$ cat config.mk
export PLATFORM = sky130hd
export DESIGN_NAME = uart_rx
export DESIGN_NICKNAME = d
export VERILOG_FILES = /design/src/rtl/uart_pkg.sv /design/src/rtl/uart_sync2.sv /design/src/rtl/uart_rx.sv
export SDC_FILE = /design/constraint.sdc
export NUM_CORES = 1
export LEC_CHECK = 0
export BUFFER_PORTS_ARGS = -buffer_cell sky130_fd_sc_hd__buf_2
export CAP_MARGIN = 20
export CORE_MARGIN = 5
export CORE_UTILIZATION = 57
export CTS_CLUSTER_DIAMETER = 80
export DETAILED_ROUTE_END_ITERATION = 8
export HOLD_SLACK_MARGIN = 0.03
export PLACE_DENSITY_LB_ADDON = 0.25
export SYNTH_ARGS = -nofsm -noshare
export SYNTH_HDL_FRONTEND = slang
export SYNTH_HIERARCHICAL = 1
export SYNTH_SLANG_ARGS = --single-unit
$ cat constraint.sdc
create_clock -name clk -period 1.95 [get_ports clk]
set_input_delay 0.39 -clock clk [delete_from_list [all_inputs] [get_ports clk]]
set_output_delay 0.39 -clock clk [all_outputs]
set_load 0.02 [all_outputs]
$ cat src/rtl/uart_pkg.sv
// rtl/uart_pkg.sv - shared UART constants and the receiver state encoding
//   DATA_BITS  : payload bits per frame
//   IDLE_LEVEL : line level between frames (also used by uart_tx)
//   rx_state_t : receiver FSM states
package uart_pkg;

   localparam int   DATA_BITS  = 8;
   localparam logic IDLE_LEVEL = 1'b1;

   typedef enum logic [2:0] {
      WAIT_HIGH,
      IDLE,
      START,
      DATA,
      STOP
   } rx_state_t;

endpackage

$ cat src/rtl/uart_sync2.sv
// rtl/uart_sync2.sv - two-flop synchroniser for the serial line
//   clk : clock
//   rst : synchronous active-high reset, both flops load the idle line level
//   d   : asynchronous line input
//   q   : synchronised line, two cycles behind d
module uart_sync2
   import uart_pkg::*;
(
   input  logic clk,
   input  logic rst,
   input  logic d,
   output logic q
);

   logic meta;

   // Resetting to the idle level keeps the receiver from seeing a false
   // start bit while the synchroniser refills after reset.
   always_ff @(posedge clk) begin
      if (rst) begin
         meta <= IDLE_LEVEL;
         q    <= IDLE_LEVEL;
      end else begin
         meta <= d;
         q    <= meta;
      end
   end

endmodule

$ cat src/rtl/uart_rx.sv
// rtl/uart_rx.sv - 8N1 serial receiver with a one-entry valid/ready output
//   CLKS_PER_BIT : clocks per bit period, 1..255
//   clk          : clock, rising edge
//   rst          : synchronous active-high reset
//   rx           : serial line, idle high
//   data         : received byte, meaningful while valid=1
//   valid        : byte held in the output register
//   ready        : consumer takes the byte when valid && ready
//   busy         : high in every state except IDLE
//   frame_err    : one-cycle pulse, stop bit sampled low
//   overrun      : one-cycle pulse, completed byte dropped because output was full
// Build option: define UART_RX_SYNC_EN to pass rx through uart_sync2
// (adds two cycles of latency); otherwise rx is used directly.
module uart_rx
   import uart_pkg::*;
#(
   parameter int CLKS_PER_BIT = 16
) (
   input  logic                 clk,
   input  logic                 rst,
   input  logic                 rx,
   output logic [DATA_BITS-1:0] data,
   output logic                 valid,
   input  logic                 ready,
   output logic                 busy,
   output logic                 frame_err,
   output logic                 overrun
);

   // HALF is the offset from the detected falling edge to mid-bit.
   localparam int             HALF     = (CLKS_PER_BIT - 1) / 2;
   localparam logic [7:0]     HALF_CNT = 8'(HALF);
   localparam logic [7:0]     LAST_CNT = 8'(CLKS_PER_BIT - 1);
   localparam logic [2:0]     LAST_BIT = 3'(DATA_BITS - 1);

   logic rx_s;

`ifdef UART_RX_SYNC_EN
   uart_sync2 u_sync (
      .clk (clk),
      .rst (rst),
      .d   (rx),
      .q   (rx_s)
   );
`else
   assign rx_s = rx;
`endif

   rx_state_t            state, state_n;
   logic [7:0]           clk_cnt, clk_cnt_n;
   logic [2:0]           bit_idx, bit_idx_n;
   logic [DATA_BITS-1:0] shreg, shreg_n;
   logic                 byte_done;
   logic                 stop_bad;

   always_ff @(posedge clk) begin
      if (rst) begin
         state   <= WAIT_HIGH;
         clk_cnt <= '0;
         bit_idx <= '0;
         shreg   <= '0;
      end else begin
         state   <= state_n;
         clk_cnt <= clk_cnt_n;
         bit_idx <= bit_idx_n;
         shreg   <= shreg_n;
      end
   end

   always_comb begin
      state_n   = state;
      clk_cnt_n = clk_cnt;
      bit_idx_n = bit_idx;
      shreg_n   = shreg;
      byte_done = 1'b0;
      stop_bad  = 1'b0;

      case (state)
         // Only a high line re-arms start detection, so a line stuck low
         // after a framing error cannot retrigger reception.
         WAIT_HIGH: begin
            clk_cnt_n = '0;
            if (rx_s == IDLE_LEVEL) begin
               state_n = IDLE;
            end
         end

         IDLE: begin
            clk_cnt_n = '0;
            if (rx_s != IDLE_LEVEL) begin
               bit_idx_n = '0;
               // With HALF=0 the detection cycle is already mid-bit.
               if (HALF == 0) begin
                  state_n   = DATA;
                  clk_cnt_n = '0;
               end else begin
                  state_n   = START;
                  clk_cnt_n = 8'd1;
               end
            end
         end

         START: begin
            if (clk_cnt == HALF_CNT) begin
               clk_cnt_n = '0;
               if (rx_s != IDLE_LEVEL) begin
                  state_n = DATA;
               end else begin
                  state_n = IDLE;
               end
            end else begin
               clk_cnt_n = clk_cnt + 8'd1;
            end
         end

         DATA: begin
            if (clk_cnt == LAST_CNT) begin
               clk_cnt_n        = '0;
               shreg_n[bit_idx] = rx_s;
               if (bit_idx == LAST_BIT) begin
                  state_n = STOP;
               end else begin
                  bit_idx_n = bit_idx + 3'd1;
               end
            end else begin
               clk_cnt_n = clk_cnt + 8'd1;
            end
         end

         STOP: begin
            if (clk_cnt == LAST_CNT) begin
               clk_cnt_n = '0;
               if (rx_s == IDLE_LEVEL) begin
                  byte_done = 1'b1;
                  state_n   = IDLE;
               end else begin
                  stop_bad  = 1'b1;
                  state_n   = WAIT_HIGH;
               end
            end else begin
               clk_cnt_n = clk_cnt + 8'd1;
            end
         end

         default: begin
            state_n   = WAIT_HIGH;
            clk_cnt_n = '0;
         end
      endcase
   end

   assign busy = (state != IDLE);

   // Output holding register. A completing byte may load in the same cycle
   // that the consumer takes the previous one; otherwise it is dropped.
   always_ff @(posedge clk) begin
      if (rst) begin
         data      <= '0;
         valid     <= 1'b0;
         frame_err <= 1'b0;
         overrun   <= 1'b0;
      end else begin
         frame_err <= stop_bad;
         overrun   <= 1'b0;
         if (byte_done) begin
            if (!valid || ready) begin
               data  <= shreg;
               valid <= 1'b1;
            end else begin
               overrun <= 1'b1;
            end
         end else if (valid && ready) begin
            valid <= 1'b0;
         end
      end
   end

endmodule
==> results.cfg <==
[floorplan]
design.die.area_um2 = 3889
core-area_um2 = 2686
initial_utilization_pct = 58.17
pin_count = 16
die_w_um = 62.36
num_rows = 19
chipHeight_um = 62.36

[worst_setup_path]
cpPeakStageDelay_ns = 0.46
worstSetupEndpointType = primary output
r2r_start = clk_cnt[5]
slowest_stage = dfxtp_2
cp.arrival_ns = 1.46
path_cells = inv_1 > or3_1 > buf_2
cp-startpoint = state[0]
path_delay_family = flip-flops
timing.rr.end = bit_idx[1]
crit_buf_inv = 2
r2r_setup_slack_ns = 0.11
path_max_fanout = 12
worstSetupPathType = reg -> out
crit_path_start_kind = flop
crit_required_ns = 1.56
worst-r2r-cell-count = 4

[global_routing]
grt_pass1_vias = 1235
grt_usage_pct = 17.23
overflow = 0
grt_pass1_wl_um = 5457
grt_max_degree = 18
antenna_found_initial = 0

[timing]
relSlewSlack_pct = 73.01
tns_ns = 0
setup_viol_count_final = 0
hold_violations = 0
final_max_slew_viol_count = 0
tightestPinTransition_ns = 0.3993
rsz0062_at_grt = no
whs_ns = 0.3290
fmax_mhz = 539.8
post-route-period-util_pct = 95.01
worst_clock_skew_ns = 0.009682
period_minus_slack_ns = 1.853

[cts]
cts_buffer_depth = 2
clock_sinks = 33
clk_latency_ns = 0.34
root_buffer = clkbuf_4
cts_tree = yes
post_cts_buffers = 0
cts-buffers-inserted = 5
h-tree-depth = 2
cts.hold.buffers_added = 0
path_clk_slew_ns = 0.11

[detailed_routing]
drt_iter0_markers = 77
wl_um = 3100
wl_per_cell_um = 14.16
firstDrtPassIters = 4
route.vias.total = 1288
ant_nets = 0
via_per_inst = 5.881
route.detailed.drc = 0

[final_layout]
num_antenna_cells = 0
num-nets-final = 194
fillers = 217
syn2layout_area_growth_pct = 12.17
utilization_pct = 65.25
layout-drive-gt1-share_pct = 22.34
fin_area_um2 = 1753

[flow_run]
maxCapViolCount = 0

[worst_hold_path]
hold_start = rx
hold_path_end = frame_err
hold_depth = 2
hold_class = in -> reg

[synthesis]
synth.distinct_cells = 40
syn_area_per_cell_um2 = 9.302
syn_area_um2 = 1563
synth_cells = 168
synth.ff_latch_count = 33
ys_seq_area_share_pct = 42.27
yosysWarnings = 6
syn_nets = 175

[outcome]
status = finished, final reports clean

[pwr]
vdd_ir_drop_max_mv = 0.5721
powerDensity_nw_per_um2 = 800.8
total_leakage_power_nw = 0.7577

[placement]
hpwl_um = 2200
io_buffers = 15
dpl_cell_area_um2 = 1695
globalplace.congestion = 0.8372
==> how the worst max path moves through the flow <==
| stage | end | slack (ns) | depth (start not counted) |
|---|---|---|---|
| final | busy | 0.1 | 3 |
| after global routing | bit_idx[0] | 0.007 | 4 |
| after CTS | busy | 0.09 | 3 |
| after detailed placement | bit_idx[1] | 0.1 | 4 |
| after global placement | bit_idx[2] | 0.18 | 4 |
| after floorplan | bit_idx[1] | 0.22 | 4 |
==> routing by layer <==
| layer | vias up | part of all wire [%] | track usage, % |
|---|---|---|---|
| met3 | 7 | 5.3 | 4.505 |
| li1 | 638 | - | - |
| met5 | - | 0 | 0 |
| met4 | 0 | 2.3 | 10.61 |
| met2 | 31 | 45 | 26.17 |
| met1 | 612 | 47 | 21.61 |
==> placed cells by master (no fill, tap or decap), types with 4 or more instances in the layout <==
cell type | netlist | layout
a21oi_1 | 5 | 5
buf_2 | 2 | 15
buf_4 | 0 | 9
clkbuf_4 | 0 | 5
dfxtp_1 | 33 | 32
mux2i_1 | 16 | 16
nand2_1 | 17 | 17
nand3_1 | 5 | 5
nand3b_1 | 4 | 4
nor2_1 | 22 | 22
nor3b_1 | 4 | 4
xnor2_1 | 6 | 6
==> synth_stat cells <==
cell      instances  area share [%]
ha_1              3             2.4
nand3_1           5             1.6
a31oi_1           2            0.80
or3b_2            1            0.56
nor3_1            3            0.96
nor2_1           22             5.3
or4b_2            1            0.64
o221a_2           1            0.72
buf_2             2            0.64
nand3b_1          4             1.9
o21ai_0           1            0.32
mux2i_1          16              10
a21oi_1           5             1.6
o211ai_1          2            0.96
xnor2_1           6             3.4
clkbuf_1          9             2.2
nand2_1          17             4.1
and3_1            1            0.40
nor4_4            2             2.7
nor4bb_1          1            0.64
clkbuf_2          1            0.32
a41o_1            2             1.3
o41ai_4           1             1.8
nand4_1           3             1.2
and3b_1           1            0.56
nor2b_1           1            0.40
nand2b_1          2            0.80
a41oi_1           1            0.56
nor3b_1           4             1.9
dfxtp_1          33              42
or2_2             1            0.40
o311ai_0          1            0.56
o41ai_1           1            0.56
or3_1             1            0.40
inv_1             3            0.72
xor2_1            2             1.1
o31ai_1           1            0.48
o32ai_1           2             1.1
or4_4             1            0.72
nor4_1            2            0.80
==> cell families (layout without fill, tap and decap cells) <==
logic type | Yosys count | after routing | share of synthesized area, %
AO/OA/AOI/OAI | 20 | 20 | 10.73
XOR/XNOR | 8 | 8 | 4.484
adder cells (fa/ha/maj) | 3 | 3 | 2.402
buffers and inverters | 15 | 35 | 3.843
flip-flops | 33 | 33 | 42.27
multiplexers | 16 | 16 | 10.25
AND/OR/NAND/NOR | 73 | 73 | 26.02
==> cell type report <==
type | count | area, µm² | share of cell area (%)
Clock buffer | 5 | 37.54 | 2.141
Multi-Input combinational cell | 120 | 843.3 | 48.11
Timing Repair Buffer | 24 | 142.6 | 8.137
Sequential cell | 33 | 661.9 | 37.76
Clock inverter | 3 | 17.52 | 0.9993
Inverter | 3 | 11.26 | 0.6424
Tap cell | 31 | 38.79 | 2.213
==> registers in the layout (all words and copies together), names as in the netlist <==
name / flops
bit_idx: 3
clk_cnt: 8
data: 8
state: 3
shreg: 8
valid: 1
overrun: 1
frame_err: 1
==> stage by stage <==
step	std cells	setup slack (ns)	power, W
finish	219	0.09738	0.001404
global route	219	0.006844	0.001492
CTS	219	0.09337	0.001417
detailed placement	211	0.09806	0.001040
global placement	211	0.1819	0.001031
floorplan	168	0.2216	0.0009736
==> report_power, final <==
part	switching, W	total, W	internal [W]
clock network	0.000238	0.000374	0.000136
registers	0.0000456	0.000746	0.000700
logic	0.000150	0.000284	0.000134
total	0.000434	0.00140	0.000970
==> repair_timing <==
item,in CTS,in global routing
resized for setup,1,1
endpoints found under the setup margin,1,3
gates cloned,0,0
pin swaps,0,0
(Power assumes the default switching activity.)
